`src/rtl/prio_encoder_rr_if.sv`:
```
// Request/grant bundle for prio_encoder_rr.
//   req_in    : N-bit request pulses into the encoder
//   rr_mode   : 0 = fixed priority, 1 = round-robin
//   out_idx   : granted source index (valid when out_valid=1)
//   out_valid : out_idx holds a granted index
//   out_ready : consumer accepts out_idx this cycle
//   pending   : registered pending-request vector
//   drop      : one-cycle pulse, a request merged into an already-pending bit
// slave modport is the encoder side, master is the source/consumer side.
interface prio_encoder_rr_if #(
  parameter int N = 8
);
  localparam int IDX_W = $clog2(N);

  logic [N-1:0]     req_in;
  logic             rr_mode;
  logic [IDX_W-1:0] out_idx;
  logic             out_valid;
  logic             out_ready;
  logic [N-1:0]     pending;
  logic             drop;

  modport master (
    output req_in, rr_mode, out_ready,
    input  out_idx, out_valid, pending, drop
  );

  modport slave (
    input  req_in, rr_mode, out_ready,
    output out_idx, out_valid, pending, drop
  );
endinterface

```
`src/rtl/prio_encoder_rr.sv`:
```
// Registered priority encoder with fixed-priority / round-robin selection.
// Request pulses are collected in a pending register; each pending bit is
// handed to the consumer once as an index over a valid/ready handshake.
// Ports:
//   clk : system clock, rising edge
//   rst : asynchronous active-high reset
//   bus : prio_encoder_rr_if slave modport (req_in, rr_mode, out_ready in;
//         out_idx, out_valid, pending, drop out)
module prio_encoder_rr #(
  parameter  int N     = 8,
  localparam int IDX_W = $clog2(N)
) (
  input  logic               clk,
  input  logic               rst,
  prio_encoder_rr_if.slave   bus
);

  typedef logic [IDX_W-1:0] idx_t;

  logic [N-1:0] pend_q;
  idx_t         idx_q;
  logic         valid_q;
  logic         drop_q;
  idx_t         rr_ptr;

  logic         load;
  logic         grant;
  idx_t         g_fixed;
  idx_t         g_rr;
  idx_t         g;
  logic         rr_hit;
  logic [N-1:0] clr;
  logic         merge;

  assign load  = ~valid_q | bus.out_ready;
  assign grant = load & (|pend_q);

  // Fixed priority: ascending scan, so the highest set bit is written last.
  always_comb begin
    g_fixed = '0;
    for (int unsigned i = 0; i < N; i++) begin
      if (pend_q[idx_t'(i)]) g_fixed = idx_t'(i);
    end
  end

  // Round-robin: walk downward from rr_ptr, wrapping from 0 to N-1; the
  // modulo keeps the walk correct when N is not a power of two.
  always_comb begin
    int unsigned j;
    g_rr   = '0;
    rr_hit = 1'b0;
    j      = 0;
    for (int unsigned k = 0; k < N; k++) begin
      j = (32'(rr_ptr) + N - k) % N;
      if (!rr_hit && pend_q[idx_t'(j)]) begin
        g_rr   = idx_t'(j);
        rr_hit = 1'b1;
      end
    end
  end

  assign g = bus.rr_mode ? g_rr : g_fixed;

  always_comb begin
    clr = '0;
    if (grant) clr[g] = 1'b1;
  end

  // A request on the bit being granted is a fresh request, not a merge.
  assign merge = |(bus.req_in & pend_q & ~clr);

  always_ff @(posedge clk or posedge rst) begin
    if (rst) begin
      pend_q  <= '0;
      idx_q   <= '0;
      valid_q <= 1'b0;
      drop_q  <= 1'b0;
      rr_ptr  <= idx_t'(N - 1);
    end else begin
      pend_q <= (pend_q & ~clr) | bus.req_in;
      drop_q <= merge;
      if (load) begin
        if (grant) begin
          idx_q   <= g;
          valid_q <= 1'b1;
          rr_ptr  <= (g == '0) ? idx_t'(N - 1) : g - 1'b1;
        end else begin
          valid_q <= 1'b0;
        end
      end
    end
  end

  assign bus.out_idx   = idx_q;
  assign bus.out_valid = valid_q;
  assign bus.pending   = pend_q;
  assign bus.drop      = drop_q;

endmodule

```
`src/flat_wrapper.sv`:
```
// flat-port wrapper written by rule: the top's interface ports become plain ports
module prio_encoder_rr_flat 
#(
  parameter  int N     = 8,
  localparam int IDX_W = $clog2(N)
)
  (clk, rst, bus_req_in, bus_rr_mode, bus_out_ready, bus_out_idx, bus_out_valid, bus_pending, bus_drop);
  prio_encoder_rr_if #(.N(N)) bus_i ();
  input  logic clk;
  input  logic rst;
  input wire logic [$bits(bus_i.req_in)-1:0] bus_req_in;
  input wire logic [$bits(bus_i.rr_mode)-1:0] bus_rr_mode;
  input wire logic [$bits(bus_i.out_ready)-1:0] bus_out_ready;
  output wire logic [$bits(bus_i.out_idx)-1:0] bus_out_idx;
  output wire logic [$bits(bus_i.out_valid)-1:0] bus_out_valid;
  output wire logic [$bits(bus_i.pending)-1:0] bus_pending;
  output wire logic [$bits(bus_i.drop)-1:0] bus_drop;
  assign bus_i.req_in = bus_req_in;
  assign bus_i.rr_mode = bus_rr_mode;
  assign bus_i.out_ready = bus_out_ready;
  assign bus_out_idx = bus_i.out_idx;
  assign bus_out_valid = bus_i.out_valid;
  assign bus_pending = bus_i.pending;
  assign bus_drop = bus_i.drop;
  prio_encoder_rr #(.N(N)) u_core (.clk(clk), .rst(rst), .bus(bus_i));
endmodule
```
`config.mk`:
```
export PLATFORM = sky130hd
export DESIGN_NAME = prio_encoder_rr_flat
export DESIGN_NICKNAME = d
export VERILOG_FILES = /design/src/rtl/prio_encoder_rr_if.sv /design/src/rtl/prio_encoder_rr.sv /design/src/flat_wrapper.sv
export SDC_FILE = /design/constraint.sdc
export NUM_CORES = 1
export LEC_CHECK = 0
export CORE_MARGIN = 1
export CORE_UTILIZATION = 40
export DETAILED_ROUTE_END_ITERATION = 6
export PLACE_DENSITY = 0.67
export SYNTH_ARGS = -nofsm -noshare
export SYNTH_HDL_FRONTEND = slang
export SYNTH_SLANG_ARGS = --single-unit
```
`constraint.sdc`:
```
create_clock -name clk -period 4.6 [get_ports clk]
set_input_delay 1.15 -clock clk [delete_from_list [all_inputs] [get_ports clk]]
set_output_delay 1.15 -clock clk [all_outputs]
set_load 0.02 [all_outputs]
```
==> results of run 1 <==
layer usage:
layer,vias to the layer above,wire (µm),track usage [%]
met5,-,0,0
met4,0,122,7.13
met3,14,407,1.07
met2,96,2660,35.9
met1,909,2490,30.2
li1,949,-,-
critical path: stages, from the launching register on:
cell,delay [ns]
dfstp_2,0.53
inv_1,0.11
ha_1,0.59
buf_4,0.26
mux2i_1,0.12
mux4_2,0.56
nor3_1,0.38
a21o_1,0.14
a311oi_1,0.13
or3_4,0.50
nand3b_1,0.23
a311oi_1,0.29
nand4b_1,0.13
placed cells by master (no fill, tap or decap), drive strengths merged, types with 4 or more instances in the layout:
master	Yosys	layout
a211oi	5	5
a21o	10	10
a21oi	15	15
a31oi	6	6
and2	7	7
buf	12	5
clkbuf	11	4
clkdlybuf4s50	0	24
dfrtp	13	13
ha	4	4
inv	9	9
mux2	11	11
mux2i	11	11
mux4	12	12
nand2	25	25
nand2b	5	5
nor2	14	14
nor2b	6	6
o21ai	12	12
o22ai	5	5
area by class of cell:
| cell class | instances | area (µm²) |
|---|---|---|
| tap | 70 | 87.6 |
| fill | 498 | 2690 |
| sequential | 16 | 404 |
| clock buffer | 4 | 45.0 |
| timing repair buffer | 29 | 278 |
| inverter | 9 | 33.8 |
| multi-input combinational | 199 | 1570 |
flip-flops by register name (all words and copies together), names as in the netlist:
name / count
u_core.bus.drop: 1
u_core.bus.out_idx: 3
u_core.bus.out_valid: 1
u_core.bus.pending: 8
u_core.rr_ptr: 3
logic make-up (layout without fill, tap and decap cells):
group	count (synthesis)	count (layout)	synth area share (%)
adder cells (fa/ha/maj)	4	4	2.36
AO/OA/AOI/OAI	79	79	26.4
multiplexers	34	34	24.3
AND/OR/NAND/NOR	78	78	19.3
XOR/XNOR	4	4	1.65
flip-flops	16	16	19.0
buffers and inverters	32	42	7.02
path summary, 6_finish.rpt:
check | start | to | depth (start not counted)
setup / recovery | u_core.rr_ptr[0] | u_core.bus.drop | 12
hold / removal | u_core.bus.out_idx[0] | u_core.bus.out_idx[0] | 1
setup reg to reg | u_core.rr_ptr[0] | u_core.bus.drop | 12
hold reg to reg | u_core.bus.out_idx[0] | u_core.bus.out_idx[0] | 1
max in group asynchronous | rst | u_core.bus.pending[5] | 2
min in group asynchronous | rst | u_core.bus.pending[3] | 2
where the power goes:
part | switching, mW | internal (mW) | leakage, nW
logic | 0.456 | 0.376 | 0.698
clock network | 0.0462 | 0.0613 | 0.0228
registers | 0.0730 | 0.174 | 0.156
metrics by stage:
step	hold slack, ns	util, %
after floorplan	0.590	-
after global placement	0.483	46.4
after detailed placement	0.481	46.4
after CTS	0.503	47.3
after global routing	0.529	47.3
final	0.500	47.3
==> flow_summary.toml, run 1 <==
[layout]
drive_gt1_share_pct = 16.7
fin_nets = 274
stdcell_area_mm2 = 0.00242
fin_cells = 327
area_growth_pct = 13.9
diodes = 0

[detailed_routing]
via_per_inst = 6.02
drt_iter0_drc = 195
drt-total-wl_um = 5680
drt_pass1_iterations = 5
postRouteAntennaNets = 0
drc_errors = 0
wl_per_cell_um = 17.4
via_count = 1968

[clock_tree]
cts_sinks = 16
cts_root_buffer = "clkbuf_8"
cts_hold_buf = 0
cts_buffer_depth = 2
post_cts_resized = 0
clk_pin_slew_ns = 0.06
htreeDepth = 1
cts_tree = "yes"
clock_latency_ns = 0.25
numCtsBuffers = 3
post_cts_buffers = 0

[worst_setup_path]
path_max_fanout = 13
endpoint_kind = "flop"
required_ns = 4.72
worst-setup-path-type = "flop to flop"
rrSetupSlack_ns = 0.50
worstPathArrival_ns = 4.22
worst_setup_path_start_kind = "flop"

[placed_design]
port_buffers = 24
placed_area_mm2 = 0.00237
pre_cts_slack_ns = 0.555
placed_cells = 323
dp_hpwl_um = 4180
place_congestion = 0.941

[job]
maxCapViolations = 0

[logic_synthesis]
yosysMostFrequentCell = "nand2_1"
synth_flop_cell = "dfrtp_1"
syn_area_per_cell_um2 = 8.59
synth_seq_cells = 16
yosysTopAreaCell = "dfrtp_1"
synth_area_mm2 = 0.00212
yosys.area.top_type_share_pct = 15.3
synth_edf_count = 0
synthDistinctLibCells = 62
netlist_top_cells_count = "nand2_1 (25), a21oi_1 (15), nor2_1 (14), dfrtp_1 (13), mux4_2 (12)"
synth_warnings = 0
seq_area_frac_synth_pct = 19.0
synth.area.top_cells = "dfrtp_1 (15%), mux4_2 (13%), mux2i_1 (5.2%)"
async_reset_ff_share_pct = 100
syn_nets = 263
synth_cells = 247

[hold_path]
min-delay-path-class = "flop to flop"

[die]
die_area_mm2 = 0.00560
num_rows = 26
fp.coreArea_mm2 = 0.00511
design.portCount = 25
fp.dieH_um = 74.8
die_x_um = 74.8
initial_core_util_pct = 41.5

[timing]
slew_violations = 0
finalHoldViolCount = 0
setup_total_negative_slack_ns = 0
maxSlewHeadroom_pct = 58.9
max_freq_mhz = 244
rsz0062_at_grt = "no"
fin_worst_skew_ns = 0.00553
worst_slew_pin_slew_ns = 0.617
setup_ws_ns = 0.499
setup_violations = 0
fin_crit_sh_pct = 89.2
min_period_ns = 4.10

[outcome]
status = "completed"

[grt]
antenna_found_initial = 0
grt-ovfl-total = 0
grt_first_pass_wirelength_um = 9190
grt_pass1_vias = 1835
grt_max_degree = 27
grt.total_usage_pct = 21.6

[power_and_ir_drop]
report.power.total_mw = 1.19
ir_drop_mv = 0.254
power_density_mw_per_mm2 = 491
p_leak_nw = 0.877
Note: power is estimated with default switching activity, not from simulation.
==> run 2: changes to the inputs <==
--- a/config.mk
+++ b/config.mk
@@ -5,10 +5,10 @@
 export SDC_FILE = /design/constraint.sdc
 export NUM_CORES = 1
 export LEC_CHECK = 0
-export CORE_MARGIN = 1
-export CORE_UTILIZATION = 40
+export CORE_UTILIZATION = 43
 export DETAILED_ROUTE_END_ITERATION = 6
-export PLACE_DENSITY = 0.67
+export GPL_TIMING_DRIVEN = 0
+export PLACE_DENSITY = 0.71
 export SYNTH_ARGS = -nofsm -noshare
 export SYNTH_HDL_FRONTEND = slang
 export SYNTH_SLANG_ARGS = --single-unit
==> run 2 against run 1 <==
Non-clock buffer count up 16; register-to-register slack about the same; setup slack better by 0.0028 ns; die area down 6.8%; maximum frequency about the same; sequential power down 17%; wire length up 1.6%; clock power about the same; global-route usage up 2.0 points; largest cell class unchanged.
==> flow_summary.toml, run 2 (synthesized netlist as in run 1, its figures left out) <==
[layout]
final_common_cell = "nand2_1"
multi_input_area_mm2 = 0.00157
finalCoreUtilization_pct = 52.5
largest_reg_flops = 8
layout_common_cells = "nand2_1 (25), clkdlybuf4s50_1 (23), a21oi_1 (15)"
fin_cells = 340
stdcell_area_mm2 = 0.00248
filler_cell_count = 433
drive_gt1_share_pct = 17.2
seq_area_um2 = 404
fin_nets = 290
area_growth_pct = 16.7
diodes = 0

[die]
die_x_um = 72.3
fp.coreArea_mm2 = 0.00472
fp.dieH_um = 72.3
initial_core_util_pct = 44.9
design.portCount = 25
num_rows = 25
die_area_mm2 = 0.00522

[timing]
fin_crit_sh_pct = 89.1
rsz0062_at_grt = "no"
maxSlewHeadroom_pct = 59.1
setup_total_negative_slack_ns = 0
finalHoldViolCount = 0
slew_violations = 0
worst_slew_pin_slew_ns = 0.613
max_freq_mhz = 244
fin_worst_skew_ns = 0.00212
setup_violations = 0
min_period_ns = 4.10

[worst_setup_path]
worst_setup_path_start_kind = "flop"
crit_path_cell_trace = "buf_6, inv_1, ha_1, buf_4, buf_4, mux2i_1, mux4_2, nor3_1, a21o_1, a311oi_1, or3_4, buf_6, nand3b_1, o22ai_1, nand4b_1"
endpoint_kind = "flop"
cpPeakStageDelay_ns = 0.56
worstPathArrival_ns = 4.21
path_max_fanout = 19
slowest_stage = "dfstp_2"
worst-setup-path-type = "flop to flop"
required_ns = 4.71

[placed_design]
place_congestion = 0.929
port_buffers = 23
placed_area_mm2 = 0.00244
dp_hpwl_um = 4530
placed_cells = 337

[outcome]
status = "completed"

[clock_tree]
cts_root_buffer = "clkbuf_8"
post_cts_buffers = 0
cts_buffer_depth = 2
clk_pin_slew_ns = 0.06
numCtsBuffers = 3
post_cts_resized = 0
cts_tree = "yes"
cts_hold_buf = 0
clock_latency_ns = 0.25
htreeDepth = 1
cts_sinks = 16

[power_and_ir_drop]
p_int_mw = 0.629
clockPowerShare_pct = 8.9
switching_power_mw = 0.595
report.power.total_mw = 1.22
ir_drop_mv = 0.349
swShare_pct = 48.6
p_leak_nw = 0.907
power_density_mw_per_mm2 = 494
pwr-share-comb_pct = 74.3
pwr-share-seq_pct = 16.8

[grt]
grt_pass1_vias = 1931
grt_max_degree = 17
antenna_found_initial = 0
grt.total_usage_pct = 23.6
grt_first_pass_wirelength_um = 9680
grt-ovfl-total = 0

[detailed_routing]
postRouteAntennaNets = 0
drt_pass1_iterations = 4
drt_iter0_drc = 186
via_count = 2070
drt-total-wl_um = 5770
drc_errors = 0
via_per_inst = 6.09
wl_per_cell_um = 17.0

[job]
maxCapViolations = 0

[hold_path]
min-delay-path-class = "flop to flop"
## run 2: cell count changes in the layout (fill, tap and decap cells not counted)
cell | before | now
buf_1 | 0 | 3
buf_2 | 0 | 5
buf_4 | 5 | 2
buf_6 | 0 | 2
clkbuf_1 | 1 | 11
clkdlybuf4s50_1 | 24 | 23
## run 2: per-stage QoR
step                setup slack, ns  hold WS [ns]
global placement              0.154         0.471
finish                        0.502         0.482
CTS                           0.131         0.485
detailed placement            0.147         0.467
floorplan                     0.781         0.590
global route                  0.249         0.513
## run 2: critical path, delay by kind of cell (launching register included)
kind	cells	cell delay, ns
adder cells (fa/ha/maj)	1	0.27
buffers and inverters	5	0.85
AO/OA/AOI/OAI	3	0.47
flip-flops	1	0.56
AND/OR/NAND/NOR	4	1.12
multiplexers	2	0.68
## run 2: final cells by class
type / instances / area share, %
multi-input cells: 199 / 63.3
flip-flops and latches: 16 / 16.3
repair buffers: 23 / 9.29
plain buffers: 22 / 4.49
well taps: 67 / 3.38
clock buffers: 4 / 1.82
inverters: 9 / 1.36
## run 2: worst paths after layout
check | start | end | slack, ns | depth (start not counted)
min reg2reg | u_core.bus.out_idx[0] | u_core.bus.out_idx[0] | 0.48 | 1
max in group asynchronous | rst | u_core.bus.pending[5] | 2.93 | 2
max | u_core.rr_ptr[1] | u_core.bus.drop | 0.50 | 15
min | u_core.bus.out_idx[0] | u_core.bus.out_idx[0] | 0.48 | 1
min in group asynchronous | rst | u_core.bus.out_idx[0] | 1.28 | 2
max reg2reg | u_core.rr_ptr[1] | u_core.bus.drop | 0.50 | 15
## run 2: power groups by stage
stage | Combinational [mW] | Clock, mW | Sequential (mW)
2_1_floorplan | 0.678 | 0 | 0.218
3_5_place_dp | 0.897 | 0 | 0.207
5_1_grt | 0.989 | 0.116 | 0.208
4_1_cts | 0.901 | 0.112 | 0.205
3_3_place_gp | 0.884 | 0 | 0.206
6_report | 0.909 | 0.109 | 0.205
## run 2: routing by layer
metal / vias up / GRT usage (%) / wire [µm]
li1: 978 / - / -
met1: 1004 / 34.8 / 2660
met2: 80 / 37.1 / 2650
met3: 8 / 1.81 / 382
met4: 0 / 6.97 / 83
met5: - / 0 / 0
